`src/rtl/ibis_scanout_arbiter.sv`:
```
// Framebuffer port arbiter: row prefetch into a ping-pong line buffer, interleaved host access.
// Define IBIS_SCANOUT_UNDERRUN_CNT_EN to add the saturating underrun_count output.

module ibis_scanout_arbiter #(
    parameter int WORDS_PER_LINE  = 80,
    parameter int V_ACTIVE        = 480,
    parameter int V_TOTAL         = 525,
    parameter int ADDR_W          = 17,
    parameter int DATA_W          = 64,
    parameter int BASE_ADDR       = 0,
    parameter int MAX_OUTSTANDING = 4,
    parameter int HOST_EVERY      = 8
) (
    input  logic              aclk,
    input  logic              areset,
    input  logic              enable,
    input  logic              line_start,
    input  logic [11:0]       line_y,
    output logic              mem_req,
    output logic              mem_we,
    output logic [ADDR_W-1:0] mem_addr,
    output logic [DATA_W-1:0] mem_wdata,
    input  logic              mem_gnt,
    input  logic              mem_rvalid,
    input  logic [DATA_W-1:0] mem_rdata,
    input  logic              host_req,
    input  logic              host_we,
    input  logic [ADDR_W-1:0] host_addr,
    input  logic [DATA_W-1:0] host_wdata,
    output logic              host_gnt,
    output logic              host_rvalid,
    output logic [DATA_W-1:0] host_rdata,
    output logic              lb_we,
    output logic              lb_bank,
    output logic [6:0]        lb_addr,
    output logic [DATA_W-1:0] lb_wdata,
    output logic              underrun
`ifdef IBIS_SCANOUT_UNDERRUN_CNT_EN
    ,
    output logic [15:0]       underrun_count
`endif
);

    localparam int PTR_W  = (MAX_OUTSTANDING > 1) ? $clog2(MAX_OUTSTANDING) : 1;
    localparam int CNT_W  = $clog2(MAX_OUTSTANDING + 1);
    localparam int FAIR_W = $clog2(HOST_EVERY + 1);

    typedef enum logic {S_IDLE, S_SCAN} state_t;

    state_t              state_q, state_d;
    logic [ADDR_W-1:0]   scan_addr_q, scan_addr_d;
    logic [6:0]          word_q, word_d;
    logic                bank_q, bank_d;
    logic                epoch_q, epoch_d;
    logic                underrun_q, underrun_d;
    logic [FAIR_W-1:0]   fair_q, fair_d;
    logic                lock_q, lock_d;
    logic                lock_src_q, lock_src_d;
    logic [CNT_W-1:0]    scan_cur_q, scan_cur_d;
    logic [PTR_W-1:0]    wr_ptr_q, wr_ptr_d;
    logic [PTR_W-1:0]    rd_ptr_q, rd_ptr_d;
    logic [CNT_W-1:0]    fcnt_q, fcnt_d;

    logic                tag_src_q [MAX_OUTSTANDING];
    logic                tag_ep_q  [MAX_OUTSTANDING];
    logic [6:0]          tag_idx_q [MAX_OUTSTANDING];

    logic                lb_we_q, lb_bank_q, host_rvalid_q;
    logic [6:0]          lb_addr_q;
    logic [DATA_W-1:0]   lb_wdata_q, host_rdata_q;

    logic [12:0]         r;
    logic [ADDR_W-1:0]   row_base;
    logic                line_go, ur_event;
    logic                sel_host, slots_free, grant, host_take, scan_gnt;
    logic                push, pop, pop_src, pop_ep, pop_cur_scan;
    logic [6:0]          pop_idx;
    logic [CNT_W-1:0]    scan_left;

    // Target row: the row after line_y, wrapping to 0 after the last total row.
    assign r        = (line_y == 12'(V_TOTAL - 1)) ? 13'd0 : ({1'b0, line_y} + 13'd1);
    assign row_base = ADDR_W'(BASE_ADDR) + ADDR_W'(r) * ADDR_W'(WORDS_PER_LINE);
    assign line_go  = line_start && enable && (r < 13'(V_ACTIVE));

    // A presented-but-ungranted request keeps its source; otherwise scan wins unless host is owed a slot.
    assign sel_host   = lock_q ? lock_src_q
                               : ((state_q == S_IDLE) || (host_req && (fair_q == FAIR_W'(HOST_EVERY))));
    assign slots_free = (fcnt_q < CNT_W'(MAX_OUTSTANDING));

    assign mem_req   = enable && (sel_host ? (host_req && (host_we || slots_free))
                                           : ((state_q == S_SCAN) && slots_free));
    assign mem_we    = mem_req && sel_host && host_we;
    assign mem_addr  = mem_req ? (sel_host ? host_addr : scan_addr_q) : '0;
    assign mem_wdata = mem_we ? host_wdata : '0;

    assign grant     = mem_req && mem_gnt;
    assign host_take = grant && sel_host;
    assign scan_gnt  = grant && !sel_host;
    assign host_gnt  = host_take;

    assign push         = grant && !mem_we;
    assign pop          = mem_rvalid && (fcnt_q != '0);
    assign pop_src      = tag_src_q[rd_ptr_q];
    assign pop_ep       = tag_ep_q[rd_ptr_q];
    assign pop_idx      = tag_idx_q[rd_ptr_q];
    assign pop_cur_scan = pop && !pop_src && (pop_ep == epoch_q);

    // A read completing in the same cycle as the line pulse does not count against the fetch.
    assign scan_left = scan_cur_q - CNT_W'(pop_cur_scan);
    assign ur_event  = line_go && ((state_q == S_SCAN) || (scan_left != '0));

    always_comb begin
        state_d     = state_q;
        scan_addr_d = scan_addr_q;
        word_d      = word_q;
        bank_d      = bank_q;
        epoch_d     = epoch_q;
        underrun_d  = underrun_q;
        fair_d      = fair_q;
        lock_d      = lock_q;
        lock_src_d  = lock_src_q;
        wr_ptr_d    = wr_ptr_q + PTR_W'(push);
        rd_ptr_d    = rd_ptr_q + PTR_W'(pop);
        fcnt_d      = fcnt_q + CNT_W'(push) - CNT_W'(pop);
        scan_cur_d  = scan_cur_q + CNT_W'(scan_gnt) - CNT_W'(pop_cur_scan);

        if (grant) begin
            lock_d = 1'b0;
        end else if (mem_req) begin
            lock_d     = 1'b1;
            lock_src_d = sel_host;
        end

        if (host_take) begin
            fair_d = '0;
        end else if (scan_gnt) begin
            if (!host_req) begin
                fair_d = '0;
            end else if (fair_q != FAIR_W'(HOST_EVERY)) begin
                fair_d = fair_q + FAIR_W'(1);
            end
        end

        if (scan_gnt) begin
            word_d      = word_q + 7'd1;
            scan_addr_d = scan_addr_q + ADDR_W'(1);
            if (word_q + 7'd1 == 7'(WORDS_PER_LINE)) begin
                state_d = S_IDLE;
            end
        end

        // A new row always takes over; a late one retires the old epoch so stale returns are dropped.
        if (line_go) begin
            state_d     = S_SCAN;
            scan_addr_d = row_base;
            word_d      = 7'd0;
            bank_d      = r[0];
            if (ur_event) begin
                underrun_d = 1'b1;
                epoch_d    = ~epoch_q;
                scan_cur_d = '0;
            end
        end
    end

    always_ff @(posedge aclk or posedge areset) begin
        if (areset) begin
            state_q     <= S_IDLE;
            scan_addr_q <= '0;
            word_q      <= '0;
            bank_q      <= 1'b0;
            epoch_q     <= 1'b0;
            underrun_q  <= 1'b0;
            fair_q      <= '0;
            lock_q      <= 1'b0;
            lock_src_q  <= 1'b0;
            scan_cur_q  <= '0;
            wr_ptr_q    <= '0;
            rd_ptr_q    <= '0;
            fcnt_q      <= '0;
        end else begin
            state_q     <= state_d;
            scan_addr_q <= scan_addr_d;
            word_q      <= word_d;
            bank_q      <= bank_d;
            epoch_q     <= epoch_d;
            underrun_q  <= underrun_d;
            fair_q      <= fair_d;
            lock_q      <= lock_d;
            lock_src_q  <= lock_src_d;
            scan_cur_q  <= scan_cur_d;
            wr_ptr_q    <= wr_ptr_d;
            rd_ptr_q    <= rd_ptr_d;
            fcnt_q      <= fcnt_d;
        end
    end

    always_ff @(posedge aclk) begin
        if (push) begin
            tag_src_q[wr_ptr_q] <= sel_host;
            tag_ep_q[wr_ptr_q]  <= epoch_q;
            tag_idx_q[wr_ptr_q] <= word_q;
        end
    end

    // Return routing stage: one cycle after mem_rvalid.
    always_ff @(posedge aclk or posedge areset) begin
        if (areset) begin
            lb_we_q       <= 1'b0;
            lb_bank_q     <= 1'b0;
            lb_addr_q     <= '0;
            lb_wdata_q    <= '0;
            host_rvalid_q <= 1'b0;
            host_rdata_q  <= '0;
        end else begin
            lb_we_q       <= pop_cur_scan;
            host_rvalid_q <= pop && pop_src;
            if (pop_cur_scan) begin
                lb_bank_q  <= bank_q;
                lb_addr_q  <= pop_idx;
                lb_wdata_q <= mem_rdata;
            end
            if (pop && pop_src) begin
                host_rdata_q <= mem_rdata;
            end
        end
    end

    assign lb_we       = lb_we_q;
    assign lb_bank     = lb_bank_q;
    assign lb_addr     = lb_addr_q;
    assign lb_wdata    = lb_wdata_q;
    assign host_rvalid = host_rvalid_q;
    assign host_rdata  = host_rdata_q;
    assign underrun    = underrun_q;

`ifdef IBIS_SCANOUT_UNDERRUN_CNT_EN
    logic [15:0] ucnt_q;

    always_ff @(posedge aclk or posedge areset) begin
        if (areset) begin
            ucnt_q <= '0;
        end else if (ur_event && (ucnt_q != 16'hFFFF)) begin
            ucnt_q <= ucnt_q + 16'd1;
        end
    end

    assign underrun_count = ucnt_q;
`endif

endmodule

```
`config.mk`:
```
export PLATFORM = sky130hd
export DESIGN_NAME = ibis_scanout_arbiter
export DESIGN_NICKNAME = d
export VERILOG_FILES = /design/src/rtl/ibis_scanout_arbiter.sv
export SDC_FILE = /design/constraint.sdc
export NUM_CORES = 1
export LEC_CHECK = 0
export ABC_AREA = 1
export BUFFER_PORTS_ARGS = -buffer_cell sky130_fd_sc_hd__buf_2
export CAP_MARGIN = 30
export CORE_ASPECT_RATIO = 0.9
export CORE_MARGIN = 2
export CORE_UTILIZATION = 30
export DETAILED_ROUTE_END_ITERATION = 10
export GPL_ROUTABILITY_DRIVEN = 0
export PLACE_DENSITY = 0.58
export SYNTH_ARGS = -nofsm -noshare
export SYNTH_HDL_FRONTEND = slang
export SYNTH_SLANG_ARGS = --single-unit
```
`constraint.sdc`:
```
create_clock -name aclk -period 7.6 [get_ports aclk]
set_input_delay 0.76 -clock aclk [delete_from_list [all_inputs] [get_ports aclk]]
set_output_delay 0.76 -clock aclk [all_outputs]
set_load 0.1 [all_outputs]
```
==> impl_metrics.ini, run 1 <==
[floorplan]
die_x_um = 207
core_area_um2 = 37000
die_y_um = 187
io_pins = 388
dieArea_um2 = 38800
start_util = 0.302
num_rows = 67

[clocking]
cts.clk_slew.worst_paths_ns = 0.06
cts_sinks = 218
cts_max_path_buffers = 3
h-tree-depth = 1
holdBufCountCts = 0
post_cts_resized = 0
cts_tree = yes
root_buffer = clkbuf_16
clock_latency_ns = 0.54
numCtsBuffers = 26
post_cts_buffers = 0

[grt]
grt_pass1_wl_mm = 51.2
antenna_found_initial = 0
grt_pass1_vias = 9466
grt_max_degree = 115
grt.total_usage = 0.161
gr-total-overflow = 0

[synth]
syn_inst = 1349
synth_seq_cells = 218
synth_warnings = 0
synth_area_um2 = 11200
async_flop_share = 0.835
syn-mean-instance-area_um2 = 8.28
synth_cell_type_count = 42
synth-main-ff-cell = dfrtp_1
syn_nets = 1547
synth_edf_count = 36
seq_area_frac_synth = 0.505

[timing]
fin_tns_setup_ns = 0
fin_skew_ns = 0.0147
final_max_slew_viol_count = 0
final.period_utilization = 0.610
finalHoldViolations = 0
fin_crit_ns = 4.64
tightest_slew_ns = 0.911
max-slew-margin-rel = 0.393
rsz0062_at_grt = no
setup_viol = 0
max_freq_mhz = 216

[layout]
final_common_cell = buf_2
most-common-layout-cells = buf_2, nand2_1, inv_1
nets = 1918
area_delta_synth_final_pct = 28.8
diodes = 0
fill_cells = 3776
final_layout_size_suffix_gt1_frac = 0.304

[drt]
drt_iter0_markers = 729
drtPass1Iterations = 5
routed_wirelength_mm = 31.8
ant_nets = 0
routed-via-count = 9926
viasPerCell = 4.47
drc = 0
wl_per_cell_um = 14.3

[min_path]
hold_class = input pin to async pin

[setup_path]
worst_ep_required_time_ns = 6.84
reg2reg_from = fair_q[0]
crit_arrival_ns = 3.88
critical_path_class = register to output pin
rrSetupSlack_ns = 3.36
end_kind = output pin
path_max_fanout = 64
worstSetupStartpoint = fair_q[0]
start_kind = register

[placed_design]
place_hpwl_mm = 24.1
port_buffers = 387

[job]
drv_cap = 0

[outcome]
status = finished clean
-- critical path, cell delays in order (launching register included) --
cell and delay, ns:
dfrtp_1 0.39, inv_1 0.10, ha_1 0.15, nand2_1 0.05
inv_1 0.05, nand2_1 0.07, nand2_2 0.08, nand2_2 0.24
nand2_1 0.16, nand3_1 0.56, nor3_4 0.37, inv_2 0.06
buf_4 0.36, nor2_1 0.21, buf_2 0.45
-- kinds of logic (layout without fill, tap and decap cells) --
kind of cell               Yosys count  after routing  share of synthesized area
AOI/OAI and AO/OA                  204            204                     0.0943
xor gates and xnor gates            30             30                     0.0235
adders and majority gates           33             33                     0.0390
buffers and inverters              279            669                      0.105
DFF                                218            218                      0.505
and+or+nand+nor                    585            585                      0.234
-- final timing paths --
path	endpoint	depth (start not counted)
setup / recovery	mem_wdata[31]	14
setup reg to reg	scan_cur_q[2]	18
hold / removal	lb_wdata[55]	2
max in group asynchronous	word_q[2]	5
hold reg to reg	underrun	2
min in group aclk	underrun	2
-- through the flow --
stage | cells | hold WS, ns | setup WS, ns | util | area, um^2
5_1_grt | 2222 | 0.138 | 2.54 | 0.389 | 14400
3_5_place_dp | 2173 | 0.453 | 3.04 | 0.365 | 13500
4_1_cts | 2220 | 0.134 | 2.92 | 0.388 | 14300
3_3_place_gp | 2172 | 0.453 | 3.26 | 0.364 | 13500
2_1_floorplan | 1349 | 0.445 | 1.90 | - | 11200
6_report | 2222 | 0.158 | 2.96 | 0.389 | 14400
-- routing by layer --
metal | GRT usage | vias up | share of wire
met5 | 0 | - | 0
met4 | 0.0319 | 0 | 0.016
met3 | 0.0348 | 33 | 0.067
met2 | 0.252 | 320 | 0.45
met1 | 0.231 | 4619 | 0.46
li1 | - | 4954 | -
-- flip-flops by register name, summed over array words and instances, names as in the netlist, 4 cells and up --
| register | count |
|---|---|
| word_q | 7 |
| tag_ep_q | 4 |
| tag_idx_q | 28 |
| tag_src_q | 4 |
| lb_wdata | 64 |
| fair_q | 4 |
| scan_addr_q | 17 |
| lb_addr | 7 |
| host_rdata | 64 |
-- area by class of cell --
class | instances | area (um^2) | area share
well taps | 483 | 604 | 0.0420
flip-flops and latches | 218 | 5640 | 0.392
multi-input cells | 852 | 4390 | 0.305
clock buffers | 35 | 746 | 0.0518
clock inverters | 12 | 91.3 | 0.00635
inverters | 225 | 850 | 0.0591
repair buffers | 397 | 2070 | 0.144
-- synthesized netlist by cell type, types with 2 or more instances --
master,n,area (um^2)
nor2_2,57,357
clkbuf_1,12,45.0
edfxtp_1,36,1080
buf_2,29,145
or2_2,3,18.8
nand2_1,353,1330
nand3_1,49,245
inv_2,6,22.5
o21ai_0,159,796
nand3_4,2,35.0
a21oi_1,24,120
buf_4,2,15.0
buf_6,11,124
nor2_4,2,22.5
ha_1,30,375
inv_1,216,811
nand3b_1,2,15.0
nand2_4,2,22.5
dfrtp_1,182,4550
xnor2_1,6,52.6
fa_1,3,60.1
nand2_2,9,56.3
clkinv_1,3,11.3
o22ai_1,11,68.8
nand4_1,18,113
o21ai_1,5,25.0
nor2_1,69,259
xor2_1,24,210
nor3_1,11,55.1
Power of run 1 is left out: the tool's default activity adds up to more than one toggle a clock period on the data nets, which glitch-free logic cannot reach.
==> run 2, diff against run 1 <==
--- a/config.mk
+++ b/config.mk
@@ -5,7 +5,7 @@
 export SDC_FILE = /design/constraint.sdc
 export NUM_CORES = 1
 export LEC_CHECK = 0
-export ABC_AREA = 1
+export ABC_AREA = 0
 export BUFFER_PORTS_ARGS = -buffer_cell sky130_fd_sc_hd__buf_2
 export CAP_MARGIN = 30
 export CORE_ASPECT_RATIO = 0.9
==> constraint.sdc (replaced) <==
create_clock -name aclk -period 4.6 [get_ports aclk]
set_input_delay 0.46 -clock aclk [delete_from_list [all_inputs] [get_ports aclk]]
set_output_delay 0.46 -clock aclk [all_outputs]
set_load 0.1 [all_outputs]
==> impl_metrics.ini, run 2 <==
[outcome]
status = finished clean

[drt]
drt_iter0_markers = 446
routed-via-count = 8844
drtPass1Iterations = 5
routed_wirelength_mm = 31.9
drc = 0
ant_nets = 0
wl_per_cell_um = 16.5
viasPerCell = 4.57

[setup_path]
end_kind = output pin
critical_path_class = register to output pin
worst_ep_required_time_ns = 4.14
rrSetupSlack_ns = 1.27
cp_slowest_cell = nor2_4
path_cells = inv_1, ha_1, and4b_1, o2111ai_1, nor2_4, and2_1, buf_2
start_kind = register
critical-path-max-stage-delay_ns = 0.80
crit_arrival_ns = 3.25
path_max_fanout = 65

[floorplan]
die_x_um = 200
die_y_um = 181
dieArea_um2 = 36200
core_area_um2 = 34000
io_pins = 388
num_rows = 64
start_util = 0.306

[layout]
most-common-layout-cells = nand2_1, buf_2, dfrtp_1
area_delta_synth_final_pct = 30.3
final_common_cell = nand2_1
nets = 1654
fill_cells = 3442
final_cells = 1934
final_layout_size_suffix_gt1_frac = 0.322
stdcell_area_um2 = 13500

[synth]
yosysTopAreaCell = dfrtp_1
seq_area_frac_synth = 0.542
synth_seq_cells = 218
syn-mean-instance-area_um2 = 9.60
synth_edf_count = 36
synth.most_common_cell = nand2_1
syn_nets = 1281
synth_cell_type_count = 58
async_flop_share = 0.835
synth_area_um2 = 10400
synth_top_cells_by_count = nand2_1, dfrtp_1, and2_1
syn_inst = 1083
yosys-top-cells-area = dfrtp_1, nand2_1, edfxtp_1, and2_1, ha_1
synth_warnings = 0
synth_top_area_share = 0.438
synth-main-ff-cell = dfrtp_1

[timing]
max-slew-margin-rel = 0.340
fin_tns_setup_ns = 0
rsz0062_at_grt = no
finalHoldViolations = 0
hold_ws_ns = 0.129
fin_skew_ns = 0.0141
fin_crit_ns = 3.71
tightest_slew_ns = 0.987
setup_viol = 0
max_freq_mhz = 270
final.period_utilization = 0.806
final_max_slew_viol_count = 0

[placed_design]
port_buffers = 387
place_hpwl_mm = 23.6
dpl_cell_area_um2 = 12700
dp_cells = 1891

[clocking]
cts.clk_slew.worst_paths_ns = 0.06
root_buffer = clkbuf_16
holdBufCountCts = 0
post_cts_resized = 0
h-tree-depth = 1
numCtsBuffers = 25
cts_tree = yes
post_cts_buffers = 0
clock_latency_ns = 0.52
cts_sinks = 218
cts_max_path_buffers = 3

[grt]
top_usage_layer = met2
grt_max_degree = 133
antenna_found_initial = 8
grt_pass1_wl_mm = 49.9
grt.total_usage = 0.174
met3_usage = 0.0418
grt_use_met1 = 0.208
grt_pass1_vias = 8716
use_met2 = 0.298
gr-total-overflow = 0

[job]
drv_cap = 0

[min_path]
hold_class = input pin to async pin
run 2: changes by cell type after synthesis, sizes merged, moves of 18 or more:
| cell | previous run | this run |
|---|---|---|
| nand2 | 364 | 454 |
| inv | 222 | 23 |
| o21ai | 164 | 9 |
| nor2 | 129 | 28 |
| and2 | 0 | 68 |
| buf | 42 | 24 |
| nand3 | 52 | 15 |
run 2: area by class of cell:
class / count / area, um^2 / share of cell area
flip-flops and latches: 218 / 5640 / 0.416
multi-input cells: 790 / 4400 / 0.325
repair buffers: 398 / 2030 / 0.150
clock buffers: 34 / 731 / 0.0539
well taps: 462 / 578 / 0.0427
inverters: 23 / 90.1 / 0.00665
clock inverters: 8 / 80.1 / 0.00591
diodes: 1 / 2.50 / 0.000185
run 2: per-layer routing:
| layer | wire (um) | vias up |
|---|---|---|
| li1 | - | 4232 |
| met1 | 13000 | 4136 |
| met2 | 15100 | 405 |
| met3 | 2470 | 67 |
| met4 | 1300 | 4 |
| met5 | 27 | - |
run 2: kinds of logic (layout without fill, tap and decap cells):
kind of cell    count (synthesis)  after routing  synth area share
other cells                     0              1                 0
fa+ha+maj                      33             33            0.0419
buf+inv                        75            463            0.0362
mux                            32             32            0.0442
compound gates                 59             59            0.0353
simple gates                  616            616             0.258
xor+xnor                       50             50            0.0421
flops                         218            218             0.542
run 2: critical path, delay by kind of cell (launching register included):
| kind | cells | cell delay (ns) |
|---|---|---|
| AND/OR/NAND/NOR | 3 | 1.39 |
| buffers and inverters | 2 | 0.56 |
| flip-flops | 1 | 0.40 |
| AO/OA/AOI/OAI | 1 | 0.23 |
| adder cells (fa/ha/maj) | 1 | 0.14 |
run 2: worst paths after layout:
| kind | startpoint | depth (start not counted) | end |
|---|---|---|---|
| worst max-delay path | fair_q[0] | 7 | mem_wdata[1] |
| worst min register to register | underrun | 1 | underrun |
| worst min-delay path | areset | 3 | lb_wdata[17] |
| max in group asynchronous | areset | 3 | lb_we |
| worst max register to register | rd_ptr_q[0] | 11 | scan_cur_q[2] |
| min in group aclk | mem_rdata[4] | 3 | host_rdata[4] |
run 2: through the flow:
stage	utilization	setup WS [ns]
floorplan	-	0.954
global placement	0.374	0.688
detailed placement	0.374	0.634
CTS	0.398	0.812
global route	0.398	0.614
finish	0.398	0.894
Power of run 2 is left out for the same reason.
==> run 3, diff against run 2 <==
==> constraint.sdc (replaced) <==
create_clock -name aclk -period 3.65 [get_ports aclk]
set_input_delay 0.365 -clock aclk [delete_from_list [all_inputs] [get_ports aclk]]
set_output_delay 0.365 -clock aclk [all_outputs]
set_load 0.1 [all_outputs]
==> impl_metrics.ini, run 3 (synthesis results as in run 2) <==
[outcome]
status = finished clean

[drt]
viasPerCell = 4.53
routed-via-count = 8919
ant_nets = 0
drc = 0
wl_per_cell_um = 16.4
drtPass1Iterations = 4
routed_wirelength_mm = 32.2
drt_iter0_markers = 418

[setup_path]
worst_ep_required_time_ns = 3.28
worstSetupStartpoint = fair_q[0]
worst-r2r-cell-count = 11
end_kind = output pin
critical_path_class = register to output pin
rrSetupSlack_ns = 0.65
path_max_fanout = 9
reg2reg_from = rd_ptr_q[1]
crit_arrival_ns = 3.01
worstReg2RegEnd = scan_cur_q[2]
start_kind = register
crit_path_end = host_gnt

[timing]
setup_slack_ns = 0.273
fin_crit_ns = 3.38
finalHoldViolations = 0
max_freq_mhz = 296
final_max_slew_viol_count = 0
tightest_slew_ns = 0.889
fin_skew_ns = 0.0264
rsz0062_at_grt = no
final.period_utilization = 0.925
max-slew-margin-rel = 0.408
setup_viol = 0

[layout]
nets = 1680
area_delta_synth_final_pct = 32.9
stdcell_area_um2 = 13800
final_cells = 1967
most-common-layout-cells = nand2_1, buf_2, dfrtp_1
fill_cells = 3427
final_common_cell = nand2_1
final_layout_size_suffix_gt1_frac = 0.332

[floorplan]
start_util = 0.306
io_pins = 388
dieArea_um2 = 36200
die_y_um = 181
core_area_um2 = 34000
die_x_um = 200
num_rows = 64

[placed_design]
port_buffers = 387
place_hpwl_mm = 24.0
pre_cts_slack_ns = -0.0749
dp_cells = 1910
dpl_cell_area_um2 = 12900

[grt]
grt.total_usage = 0.174
grt_pass1_wl_mm = 50.1
grt_max_degree = 73
antenna_found_initial = 5
gr-total-overflow = 0
grt_pass1_vias = 8876

[min_path]
min_delay_path_depth = 3
hold_class = input pin to register

[clocking]
cts.clk_slew.worst_paths_ns = 0.06
cts_tree = yes
root_buffer = clkbuf_16
clock_latency_ns = 0.53
numCtsBuffers = 26
h-tree-depth = 1
cts_sinks = 218
cts_max_path_buffers = 3

[job]
drv_cap = 0
## run 3: repair_timing
action	CTS	global route
resized for setup	0	2
endpoints found under the hold margin	24	0
setup endpoints to repair	0	22
hold buffers	1	0
setup buffers	0	3
## run 3: metrics by stage
| step | utilization | hold slack, ns | setup TNS (ns) |
|---|---|---|---|
| after global routing | 0.406 | 0.0310 | 0 |
| after CTS | 0.404 | 0.0111 | 0 |
| after global placement | 0.379 | 0.451 | -0.00315 |
| final | 0.406 | 0.0372 | 0 |
| after floorplan | - | 0.438 | 0 |
| after detailed placement | 0.379 | 0.457 | -0.0749 |
## run 3: worst min path at each step
stage	start	endpoint	slack [ns]
3_3_place_gp	underrun	underrun	0.45
2_1_floorplan	bank_q	lb_bank	0.44
3_5_place_dp	host_rdata[49]	host_rdata[49]	0.46
4_1_cts	mem_rdata[14]	lb_wdata[14]	0.01
6_report	mem_rdata[14]	lb_wdata[14]	0.04
5_1_grt	mem_rdata[16]	lb_wdata[16]	0.03
## run 3: worst max-delay path, stage by stage, from the launching register on
cell       delay (ns)
dfrtp_1          0.39
inv_1            0.09
ha_1             0.15
and4b_1          0.25
o2111ai_2        0.31
nand2_1          0.16
nand2_1          0.24
inv_1            0.22
nand2_1          0.11
nor2_1           0.18
clkbuf_4         0.38
## run 3: routing by layer
layer  vias to the layer above  wire length, um  track usage
met4                         0             1510       0.0833
li1                       4303                -            -
met1                      4182            13200        0.212
met5                         -                0            0
met2                       373            15200        0.295
met3                        61             2390       0.0363
## run 3: layout make-up
class	count	area [um^2]	area share
Antenna cell	5	12.5	0.000905
Clock buffer	37	743	0.0538
Clock inverter	9	113	0.00815
Inverter	23	90.1	0.00652
Multi-Input combinational cell	792	4410	0.319
Sequential cell	218	5640	0.408
Tap cell	462	578	0.0418
Timing Repair Buffer	421	2230	0.162
Power of run 3 is left out for the same reason.
